**src/rtl/mc_pkg.sv**
```systemverilog
// Shared definitions for the multicycle sequencer: state encodings, opcode
// and funct constants, datapath select codes and the control-word layout.
package mc_pkg;

    typedef enum logic [3:0] {
        S_FETCH  = 4'd0,
        S_DECODE = 4'd1,
        S_MEMADR = 4'd2,
        S_MEMRD  = 4'd3,
        S_MEMWB  = 4'd4,
        S_MEMWR  = 4'd5,
        S_EXEC   = 4'd6,
        S_ALUWB  = 4'd7,
        S_BRANCH = 4'd8,
        S_ADDIEX = 4'd9,
        S_ADDIWB = 4'd10,
        S_JUMP   = 4'd11
    } state_t;

    // Opcodes
    localparam logic [5:0] OP_RTYPE = 6'b000000;
    localparam logic [5:0] OP_LW    = 6'b100011;
    localparam logic [5:0] OP_SW    = 6'b101011;
    localparam logic [5:0] OP_BEQ   = 6'b000100;
    localparam logic [5:0] OP_ADDI  = 6'b001000;
    localparam logic [5:0] OP_J     = 6'b000010;

    // R-type function codes
    localparam logic [5:0] FUNCT_ADD = 6'b100000;
    localparam logic [5:0] FUNCT_SUB = 6'b100010;
    localparam logic [5:0] FUNCT_AND = 6'b100100;
    localparam logic [5:0] FUNCT_OR  = 6'b100101;
    localparam logic [5:0] FUNCT_SLT = 6'b101010;

    // ALU B operand select
    localparam logic [1:0] ALUB_REG    = 2'b00;
    localparam logic [1:0] ALUB_FOUR   = 2'b01;
    localparam logic [1:0] ALUB_IMM    = 2'b10;
    localparam logic [1:0] ALUB_IMM_SH = 2'b11;

    // Next-PC select
    localparam logic [1:0] PCSRC_ALU    = 2'b00;
    localparam logic [1:0] PCSRC_ALUOUT = 2'b01;
    localparam logic [1:0] PCSRC_JUMP   = 2'b10;

    // ALU operations
    localparam logic [2:0] ALU_ADD = 3'b010;
    localparam logic [2:0] ALU_SUB = 3'b110;
    localparam logic [2:0] ALU_AND = 3'b000;
    localparam logic [2:0] ALU_OR  = 3'b001;
    localparam logic [2:0] ALU_SLT = 3'b111;

    typedef struct packed {
        logic       iord;
        logic       irwrite;
        logic       memwrite;
        logic       regdst;
        logic       memtoreg;
        logic       regwrite;
        logic       alusrca;
        logic       pcen;
        logic [1:0] alusrcb;
        logic [1:0] pcsrc;
        logic [2:0] alucontrol;
    } ctrl_t;

    function automatic logic funct_legal(input logic [5:0] f);
        return (f == FUNCT_ADD) || (f == FUNCT_SUB) || (f == FUNCT_AND) ||
               (f == FUNCT_OR)  || (f == FUNCT_SLT);
    endfunction

    function automatic logic [2:0] funct_to_alu(input logic [5:0] f);
        logic [2:0] a;
        a = ALU_ADD;
        case (f)
            FUNCT_SUB: a = ALU_SUB;
            FUNCT_AND: a = ALU_AND;
            FUNCT_OR:  a = ALU_OR;
            FUNCT_SLT: a = ALU_SLT;
            default:   a = ALU_ADD;
        endcase
        return a;
    endfunction

endpackage

```
**src/rtl/mc_ctrl_rom.sv**
```systemverilog
// Combinational state-to-control-word decode. The only input-dependent
// entries are the FETCH enables (mem_ready), the BRANCH pcen (zero) and
// the EXEC ALU op (funct). JUMP exists only with MC_SEQUENCER_JUMP_EN.
module mc_ctrl_rom
    import mc_pkg::*;
(
    input  state_t      state,
    input  logic [5:0]  funct,
    input  logic        zero,
    input  logic        mem_ready,
    output ctrl_t       ctrl
);

    // Everything defaults to 0; each state raises only what it needs
    always_comb begin
        ctrl = '0;
        case (state)
            S_FETCH: begin
                ctrl.alusrcb    = ALUB_FOUR;
                ctrl.alucontrol = ALU_ADD;
                ctrl.pcsrc      = PCSRC_ALU;
                ctrl.irwrite    = mem_ready;
                ctrl.pcen       = mem_ready;
            end
            S_DECODE: begin
                ctrl.alusrcb    = ALUB_IMM_SH;
                ctrl.alucontrol = ALU_ADD;
            end
            S_MEMADR: begin
                ctrl.alusrca    = 1'b1;
                ctrl.alusrcb    = ALUB_IMM;
                ctrl.alucontrol = ALU_ADD;
            end
            S_MEMRD: begin
                ctrl.iord = 1'b1;
            end
            S_MEMWB: begin
                ctrl.memtoreg = 1'b1;
                ctrl.regwrite = 1'b1;
            end
            S_MEMWR: begin
                ctrl.iord     = 1'b1;
                ctrl.memwrite = 1'b1;
            end
            S_EXEC: begin
                ctrl.alusrca    = 1'b1;
                ctrl.alusrcb    = ALUB_REG;
                ctrl.alucontrol = funct_to_alu(funct);
            end
            S_ALUWB: begin
                ctrl.regdst   = 1'b1;
                ctrl.regwrite = 1'b1;
            end
            S_BRANCH: begin
                ctrl.alusrca    = 1'b1;
                ctrl.alusrcb    = ALUB_REG;
                ctrl.alucontrol = ALU_SUB;
                ctrl.pcsrc      = PCSRC_ALUOUT;
                ctrl.pcen       = zero;
            end
            S_ADDIEX: begin
                ctrl.alusrca    = 1'b1;
                ctrl.alusrcb    = ALUB_IMM;
                ctrl.alucontrol = ALU_ADD;
            end
            S_ADDIWB: begin
                ctrl.regwrite = 1'b1;
            end
`ifdef MC_SEQUENCER_JUMP_EN
            S_JUMP: begin
                ctrl.pcsrc = PCSRC_JUMP;
                ctrl.pcen  = 1'b1;
            end
`endif
            default: ctrl = '0;
        endcase
    end

endmodule

```
**src/rtl/mc_sequencer.sv**
```systemverilog
// Multicycle MIPS control sequencer: state register, next-state logic,
// memory stall watchdog and illegal-instruction flag. Control words come
// from mc_ctrl_rom. Define MC_SEQUENCER_JUMP_EN to decode j (op 000010);
// otherwise it is treated as illegal.
module mc_sequencer
    import mc_pkg::*;
#(
    parameter int MEM_TIMEOUT = 16
) (
    input  logic       clk,
    input  logic       reset,
    input  logic [5:0] op,
    input  logic [5:0] funct,
    input  logic       zero,
    input  logic       mem_ready,
    output logic       iord,
    output logic       irwrite,
    output logic       memwrite,
    output logic       regdst,
    output logic       memtoreg,
    output logic       regwrite,
    output logic       alusrca,
    output logic       pcen,
    output logic [1:0] alusrcb,
    output logic [1:0] pcsrc,
    output logic [2:0] alucontrol,
    output logic [3:0] state_o,
    output logic       illegal_op,
    output logic       mem_timeout
);

    localparam int                CNT_W     = $clog2(MEM_TIMEOUT + 1);
    localparam logic [CNT_W-1:0]  STALL_MAX = CNT_W'(MEM_TIMEOUT);

    state_t             state_q, state_d;
    logic [CNT_W-1:0]   stall_q, stall_d;
    logic               timeout_q, timeout_d;
    logic               illegal_q, illegal_d;
    logic               mem_wait;
    ctrl_t              ctrl;

    mc_ctrl_rom u_rom (
        .state     (state_q),
        .funct     (funct),
        .zero      (zero),
        .mem_ready (mem_ready),
        .ctrl      (ctrl)
    );

    // Next state plus illegal-instruction detection in DECODE
    always_comb begin
        state_d   = state_q;
        illegal_d = 1'b0;
        case (state_q)
            S_FETCH:  if (mem_ready) state_d = S_DECODE;
            S_DECODE: begin
                case (op)
                    OP_LW, OP_SW: state_d = S_MEMADR;
                    OP_RTYPE: begin
                        if (funct_legal(funct)) begin
                            state_d = S_EXEC;
                        end else begin
                            state_d   = S_FETCH;
                            illegal_d = 1'b1;
                        end
                    end
                    OP_BEQ:  state_d = S_BRANCH;
                    OP_ADDI: state_d = S_ADDIEX;
`ifdef MC_SEQUENCER_JUMP_EN
                    OP_J:    state_d = S_JUMP;
`endif
                    default: begin
                        state_d   = S_FETCH;
                        illegal_d = 1'b1;
                    end
                endcase
            end
            S_MEMADR: state_d = (op == OP_SW) ? S_MEMWR : S_MEMRD;
            S_MEMRD:  if (mem_ready) state_d = S_MEMWB;
            S_MEMWB:  state_d = S_FETCH;
            S_MEMWR:  if (mem_ready) state_d = S_FETCH;
            S_EXEC:   state_d = S_ALUWB;
            S_ALUWB:  state_d = S_FETCH;
            S_BRANCH: state_d = S_FETCH;
            S_ADDIEX: state_d = S_ADDIWB;
            S_ADDIWB: state_d = S_FETCH;
`ifdef MC_SEQUENCER_JUMP_EN
            S_JUMP:   state_d = S_FETCH;
`endif
            default:  state_d = S_FETCH;
        endcase
    end

    // Saturating count of consecutive stalled memory cycles; any ready
    // cycle or state change restarts it. The timeout flag is sticky.
    always_comb begin
        mem_wait = (state_q == S_FETCH) || (state_q == S_MEMRD) || (state_q == S_MEMWR);
        stall_d  = '0;
        if (mem_wait && !mem_ready && (state_d == state_q))
            stall_d = (stall_q == STALL_MAX) ? stall_q : stall_q + 1'b1;
        timeout_d = timeout_q || (stall_d == STALL_MAX);
    end

    // State and flag registers
    always_ff @(posedge clk or posedge reset) begin
        if (reset) begin
            state_q   <= S_FETCH;
            stall_q   <= '0;
            timeout_q <= 1'b0;
            illegal_q <= 1'b0;
        end else begin
            state_q   <= state_d;
            stall_q   <= stall_d;
            timeout_q <= timeout_d;
            illegal_q <= illegal_d;
        end
    end

    // Write enables are gated by reset so they drop in the same cycle,
    // independent of what FETCH would otherwise drive from mem_ready.
    assign iord        = ctrl.iord;
    assign irwrite     = ctrl.irwrite  && !reset;
    assign memwrite    = ctrl.memwrite && !reset;
    assign regwrite    = ctrl.regwrite && !reset;
    assign pcen        = ctrl.pcen     && !reset;
    assign regdst      = ctrl.regdst;
    assign memtoreg    = ctrl.memtoreg;
    assign alusrca     = ctrl.alusrca;
    assign alusrcb     = ctrl.alusrcb;
    assign pcsrc       = ctrl.pcsrc;
    assign alucontrol  = ctrl.alucontrol;
    assign state_o     = state_q;
    assign illegal_op  = illegal_q;
    assign mem_timeout = timeout_q;

endmodule
```
**config.mk**
```make
export PLATFORM = sky130hd
export DESIGN_NAME = mc_sequencer
export DESIGN_NICKNAME = d
export VERILOG_FILES = /design/src/rtl/mc_pkg.sv /design/src/rtl/mc_ctrl_rom.sv /design/src/rtl/mc_sequencer.sv
export SDC_FILE = /design/constraint.sdc
export NUM_CORES = 1
export LEC_CHECK = 0
export CAP_MARGIN = 30
export CORE_MARGIN = 2
export CORE_UTILIZATION = 44
export CTS_CLUSTER_DIAMETER = 40
export CTS_CLUSTER_SIZE = 30
export DETAILED_ROUTE_END_ITERATION = 16
export GPL_TIMING_DRIVEN = 0
export PLACE_DENSITY_LB_ADDON = 0.15
export SYNTH_ARGS = -nofsm -noshare
export SYNTH_HDL_FRONTEND = slang
export SYNTH_HIERARCHICAL = 1
export SYNTH_SLANG_ARGS = --single-unit
export TNS_END_PERCENT = 50
```
**constraint.sdc**
```tcl
create_clock -name clk -period 1.9 [get_ports clk]
set_clock_uncertainty 0.1 [all_clocks]
set_input_delay 0.19 -clock clk [delete_from_list [all_inputs] [get_ports clk]]
set_output_delay 0.19 -clock clk [all_outputs]
set_load 0.01 [all_outputs]
```
==> out/results.ini, run 1 <==
[outcome]
outcome = finished, violations left
violations = negative setup slack

[sta]
layout_min_cycle_time_ns = 1.92
slew_viol_final = 0
fin_ws_ns = -0.0193
period_share_pct = 101
final-hold-violation-count = 0
rsz0062_at_grt = yes
maxSlewHeadroom_pct = 63.7
setup_viol = 1
max_freq_ghz = 0.521
whs_ns = 0.216
worstMarginPinSlew_ns = 0.539

[power]
sw_frac_of_total_pct = 39.5
ir_drop_v = 0.000650
combPwrFrac_pct = 65.2
p_leak_nw = 0.649
power.density_nw_per_um2 = 931
p_switching_uw = 570
pwr-share-seq_pct = 23.9
p_int_uw = 873
p_clk_share_pct = 10.9

[global_routing]
antenna_found_initial = 0
grt.overflow.total = 0
grt_usage_pct = 21.0
grt_max_degree = 12
grt_pass1_vias = 1043
grt_first_pass_wirelength_mm = 4.32

[clocking]
cts_buffer_depth = 2
hold_buffers = 0
clock_latency_ns = 0.27
cts_root_buf = clkbuf_4
clk_pin_slew_ns = 0.07
cts_tree = built
htreeDepth = 1
cts_sinks = 11
cts_buffers = 3

[synthesis]
synth_area_leaders = dfrtp_1 27%, o21ai_0 3.9%, nor2b_1 3.6%
synth_cell_types = 45
ys_warn_count = 6
syn-mean-instance-area_sq_um = 8.51
synth_edf_count = 0
synth-main-ff-cell = dfrtp_1
synth.largest_area_cell = dfrtp_1
async_reset_ff_share_pct = 100
yosysMostFrequentCell = dfrtp_1
synth_common_cells = 11 x dfrtp_1, 9 x nor2_1, 8 x o21ai_0, 7 x inv_1, 6 x nor2b_1
syn_nets = 139
syn_area_sq_um = 1030
synthCells = 121
synth-seq-area-share_pct = 26.7
synth_seq_cells = 11
yosysTopAreaCellShare_pct = 26.7

[placement]
gp_congestion = 0.839
io_buffers = 35
pre_cts_slack_ns = -0.336
dp_hpwl_mm = 1.89
dpl.cell_count = 184
post_dp_cell_area_sq_um = 1420

[critical_path]
r2r-end = stall_q[2]$_DFF_PP0_
crit_start = state_o[1]$_DFF_PP0_
rr_worst_depth = 8
setup.worst_path.end = pcen
rrSetupSlack_ns = 0.10
required_ns = 1.61
critPathCaptureType = output port
cp-start-kind = flip-flop
path_max_fanout = 4
path_class = flip-flop to output port
cp_data_arrival_time_ns = 1.63
r2r_start = state_o[0]$_DFF_PP0_

[route]
wl_per_cell_um = 13.6
wl_mm = 2.66
dr.pass1.iters = 4
drcViolationCount = 0
vias = 1071
ant_nets = 0
vias_per_cell = 5.46
dr.first_iter.drc_count = 5

[floorplanning]
num_rows = 17
start_util_pct = 46.5
die_w_um = 52.4
dieArea_sq_um = 2740
fp.dieH_um = 52.4
core_area_sq_um = 2210
ios = 37

[final_layout]
drive_gt1_share_pct = 25.6
fin_nets = 187
stdcell_count = 196
fin_area_sq_um = 1550
diodes = 0
area_growth_pct = 50.5

[worst_hold_path]
hold_path.class = input port to async pin

[job]
max_cap_violations = 0

sequential cells by signal, indices dropped and copies added (netlist names):
name / flops
illegal_op: 1
mem_timeout: 1
stall_q: 5
state_o: 4
per-stage QoR:
step | TNS (ns) | util (%) | power [mW]
floorplan | 0 | - | 0.846
global placement | -1.35 | 64.0 | 1.12
detailed placement | -1.42 | 64.0 | 1.15
CTS | -0.0698 | 67.5 | 1.35
global route | -0.150 | 70.1 | 1.55
finish | -0.0193 | 70.1 | 1.44
per-layer routing:
layer,track usage (%),share of wire (%)
met1,21.7,41
met2,38.8,53
met3,2.86,2.9
met4,13.7,3.3
met5,0,0
cell usage in the layout (no fill, tap or decap), types with 3 or more instances in the layout:
| cell type | instances |
|---|---|
| o21ai_0 | 8 |
| nor3_1 | 3 |
| xor2_1 | 3 |
| nor2b_1 | 5 |
| buf_2 | 5 |
| dlygate4sd2_1 | 7 |
| a21oi_1 | 4 |
| nor3b_1 | 5 |
| clkbuf_4 | 3 |
| clkdlybuf4s50_1 | 20 |
| nand2_1 | 5 |
| dfrtp_1 | 8 |
| nand2b_1 | 3 |
| nand3_1 | 3 |
| o211ai_1 | 3 |
| dfrtp_2 | 3 |
| nor2_1 | 8 |
| inv_1 | 7 |
| buf_6 | 5 |
| buf_4 | 9 |
timing repair:
item	CTS	global route
setup endpoints to repair	14	7
buffers inserted	6	3
pin swaps	2	6
resized for setup	37	16
power groups by stage:
stage	clock, mW	combinational (mW)	sequential (mW)
4_1_cts	0.164	0.854	0.335
5_1_grt	0.175	1.02	0.353
3_3_place_gp	0	0.769	0.354
6_report	0.157	0.941	0.345
3_5_place_dp	0	0.792	0.355
2_1_floorplan	0	0.491	0.355
cell type report:
class | instances | area (sq um)
plain buffers | 6 | 53.8
clock buffers | 4 | 26.3
fillers | 198 | 662
inverters | 7 | 26.3
multi-input cells | 96 | 737
flip-flops and latches | 11 | 279
well taps | 28 | 35.0
repair buffers | 44 | 393
cells by family (layout without fill, tap and decap cells):
logic type / Yosys count / count (layout) / share of synthesized area (%)
simple gates: 59 / 59 / 36.5
other cells: 1 / 1 / 0.364
flops: 11 / 11 / 26.7
xor+xnor: 6 / 6 / 5.10
fa+ha+maj: 2 / 2 / 2.43
buf+inv: 14 / 61 / 8.02
compound gates: 24 / 24 / 16.9
mux: 4 / 4 / 4.01
how the worst min path moves through the flow:
| stage | cells past startpoint | to |
|---|---|---|
| floorplan | 1 | illegal_op$_DFF_PP0_ |
| global placement | 2 | mem_timeout$_DFF_PP0_ |
| detailed placement | 2 | mem_timeout$_DFF_PP0_ |
| CTS | 2 | mem_timeout$_DFF_PP0_ |
| global route | 2 | stall_q[4]$_DFF_PP0_ |
| finish | 2 | state_o[1]$_DFF_PP0_ |
worst max-delay path, stage by stage (launching register included):
cell and delay [ns]:
dfrtp_1 0.41, buf_4 0.15, nor4_2 0.24, and2_1 0.21
a21o_1 0.09, nor2b_1 0.11, buf_2 0.14
Note: power is estimated with default switching activity, not from simulation.
==> inputs of run 2 (changes only) <==
CORE_ASPECT_RATIO = 0.8   (was unset)
==> run 2 against run 1 <==
Critical endpoint is now mem_timeout$_DFF_PP0_. Largest power group unchanged. Final cell count is 1.5% lower. Combinational power decreased by 7.1%. First-iteration DRC count grew to 5.6 times the previous value. Sequential share of layout area increased by 0.28 points. Highest routed layer unchanged. Clock power is essentially flat. Register-to-register slack got worse by 0.098 ns. The flow now finishes without violations. Worst setup slack better by 0.022 ns. Non-clock buffer count unchanged. Wire length decreased by 0.98%. Critical path depth up 1. Critical path type is now flip-flop to flip-flop. Total power shrank 4.5%.
==> out/results.ini, run 2 (synthesis gave the netlist of run 1 again) <==
[sta]
setup_viol = 0
slew_viol_final = 0
max_freq_ghz = 0.527
whs_ns = 0.259
period_share_pct = 99.9
final-hold-violation-count = 0
timing.setup.tns_ns = 0
rsz0062_at_grt = yes
layout_min_cycle_time_ns = 1.90
worstMarginPinSlew_ns = 0.510
maxSlewHeadroom_pct = 65.7

[final_layout]
largest_register = stall_q
diodes = 0
fin_nets = 187
drive_gt1_share_pct = 23.2
largest_reg_flops = 5
area_growth_pct = 48.2
final_common_cell = clkdlybuf4s50_1
post-route-util_pct = 70.1
layout_common_cells = 18 x clkdlybuf4s50_1, 10 x buf_4, 9 x nor2_1

[critical_path]
path_max_fanout = 8
required_ns = 1.98
path_class = flip-flop to flip-flop
critPathCaptureType = flip-flop
cp-start-kind = flip-flop
cp_data_arrival_time_ns = 1.97

[clocking]
htreeDepth = 1
clock_latency_ns = 0.27
hold_buffers = 0
cts_root_buf = clkbuf_4
cts_sinks = 11
cts_tree = built
cts_buffer_depth = 2
clk_pin_slew_ns = 0.07
cts_buffers = 3

[floorplanning]
core_area_sq_um = 2180
die_w_um = 58.1
dieArea_sq_um = 2750
num_rows = 15
start_util_pct = 47.3
fp.dieH_um = 47.3
ios = 37

[global_routing]
grt.overflow.total = 0
grt_usage_pct = 19.4
antenna_found_initial = 0
grt_pass1_vias = 901
grt_first_pass_wirelength_mm = 3.97
grt_max_degree = 12

[worst_hold_path]
hold_path.class = input port to async pin

[placement]
io_buffers = 35
gp_congestion = 0.751
dp_hpwl_mm = 1.99

[route]
dr.pass1.iters = 4
drcViolationCount = 0
wl_mm = 2.64
ant_nets = 0
dr.first_iter.drc_count = 28
vias = 1069
vias_per_cell = 5.54
wl_per_cell_um = 13.7

[power]
ir_drop_v = 0.000602
p_leak_nw = 0.673
power.density_nw_per_um2 = 902

[job]
max_cap_violations = 0

[outcome]
outcome = complete, no violations

## run 2: layout make-up
| class | instances | area (sq um) |
|---|---|---|
| Fill cell | 162 | 651 |
| Timing Repair Buffer | 43 | 387 |
| Inverter | 7 | 26.3 |
| Sequential cell | 11 | 279 |
| Multi-Input combinational cell | 96 | 711 |
| Clock buffer | 3 | 22.5 |
| Buffer | 7 | 65.1 |
| Tap cell | 25 | 31.3 |
| Clock inverter | 1 | 5.00 |
## run 2: per-stage QoR
stage	total power, mW	setup WS, ns	cell area (sq um)	std cells
detailed placement	1.15	-0.353	1410	181
CTS	1.33	0.0123	1500	193
finish	1.38	0.00240	1530	193
floorplan	0.846	0.102	1030	121
global route	1.47	-0.0398	1530	193
global placement	1.12	-0.329	1410	181
## run 2: routing by layer
layer / vias up / track usage (%) / share of wire [%]
met5: - / 0 / 0
met4: 0 / 6.98 / 1.7
met3: 6 / 2.75 / 4.4
met2: 31 / 36.1 / 49
met1: 499 / 23.5 / 45
li1: 533 / - / -
## run 2: repair_timing
action,4_1_cts,5_1_grt
pin swaps,0,2
endpoints found under the setup margin,14,6
resized for setup,35,11
setup buffers,8,0
## run 2: where the power goes
part / internal (mW) / total [mW] / switching (mW) / leakage, nW
Sequential: 0.286 / 0.346 / 0.0601 / 0.139
Combinational: 0.462 / 0.874 / 0.411 / 0.516
Clock: 0.0780 / 0.158 / 0.0796 / 0.0177
Total: 0.826 / 1.38 / 0.551 / 0.673
## run 2: path summary, 6_finish.rpt
check | from | end | slack (ns) | cells after the start
max in group asynchronous | reset | state_o[3]$_DFF_PP0_ | 1.12 | 2
min in group clk | mem_timeout$_DFF_PP0_ | mem_timeout$_DFF_PP0_ | 0.38 | 2
min reg2reg | mem_timeout$_DFF_PP0_ | mem_timeout$_DFF_PP0_ | 0.38 | 2
max | state_o[0]$_DFF_PP0_ | mem_timeout$_DFF_PP0_ | 0.002 | 7
max reg2reg | state_o[0]$_DFF_PP0_ | mem_timeout$_DFF_PP0_ | 0.002 | 7
min | reset | stall_q[2]$_DFF_PP0_ | 0.26 | 2
## run 2: critical path, stage by stage (launching register included)
cell	delay, ns
dfrtp_2	0.44
buf_4	0.14
buf_6	0.13
xnor2_2	0.14
mux2i_1	0.07
or3_1	0.32
buf_6	0.14
o41ai_4	0.32
==> inputs of run 3 (changes only) <==
CAP_MARGIN = 20   (was 30)
==> results of run 3 <==
The final DEF is identical to that of run 2; final timing and power are the same.
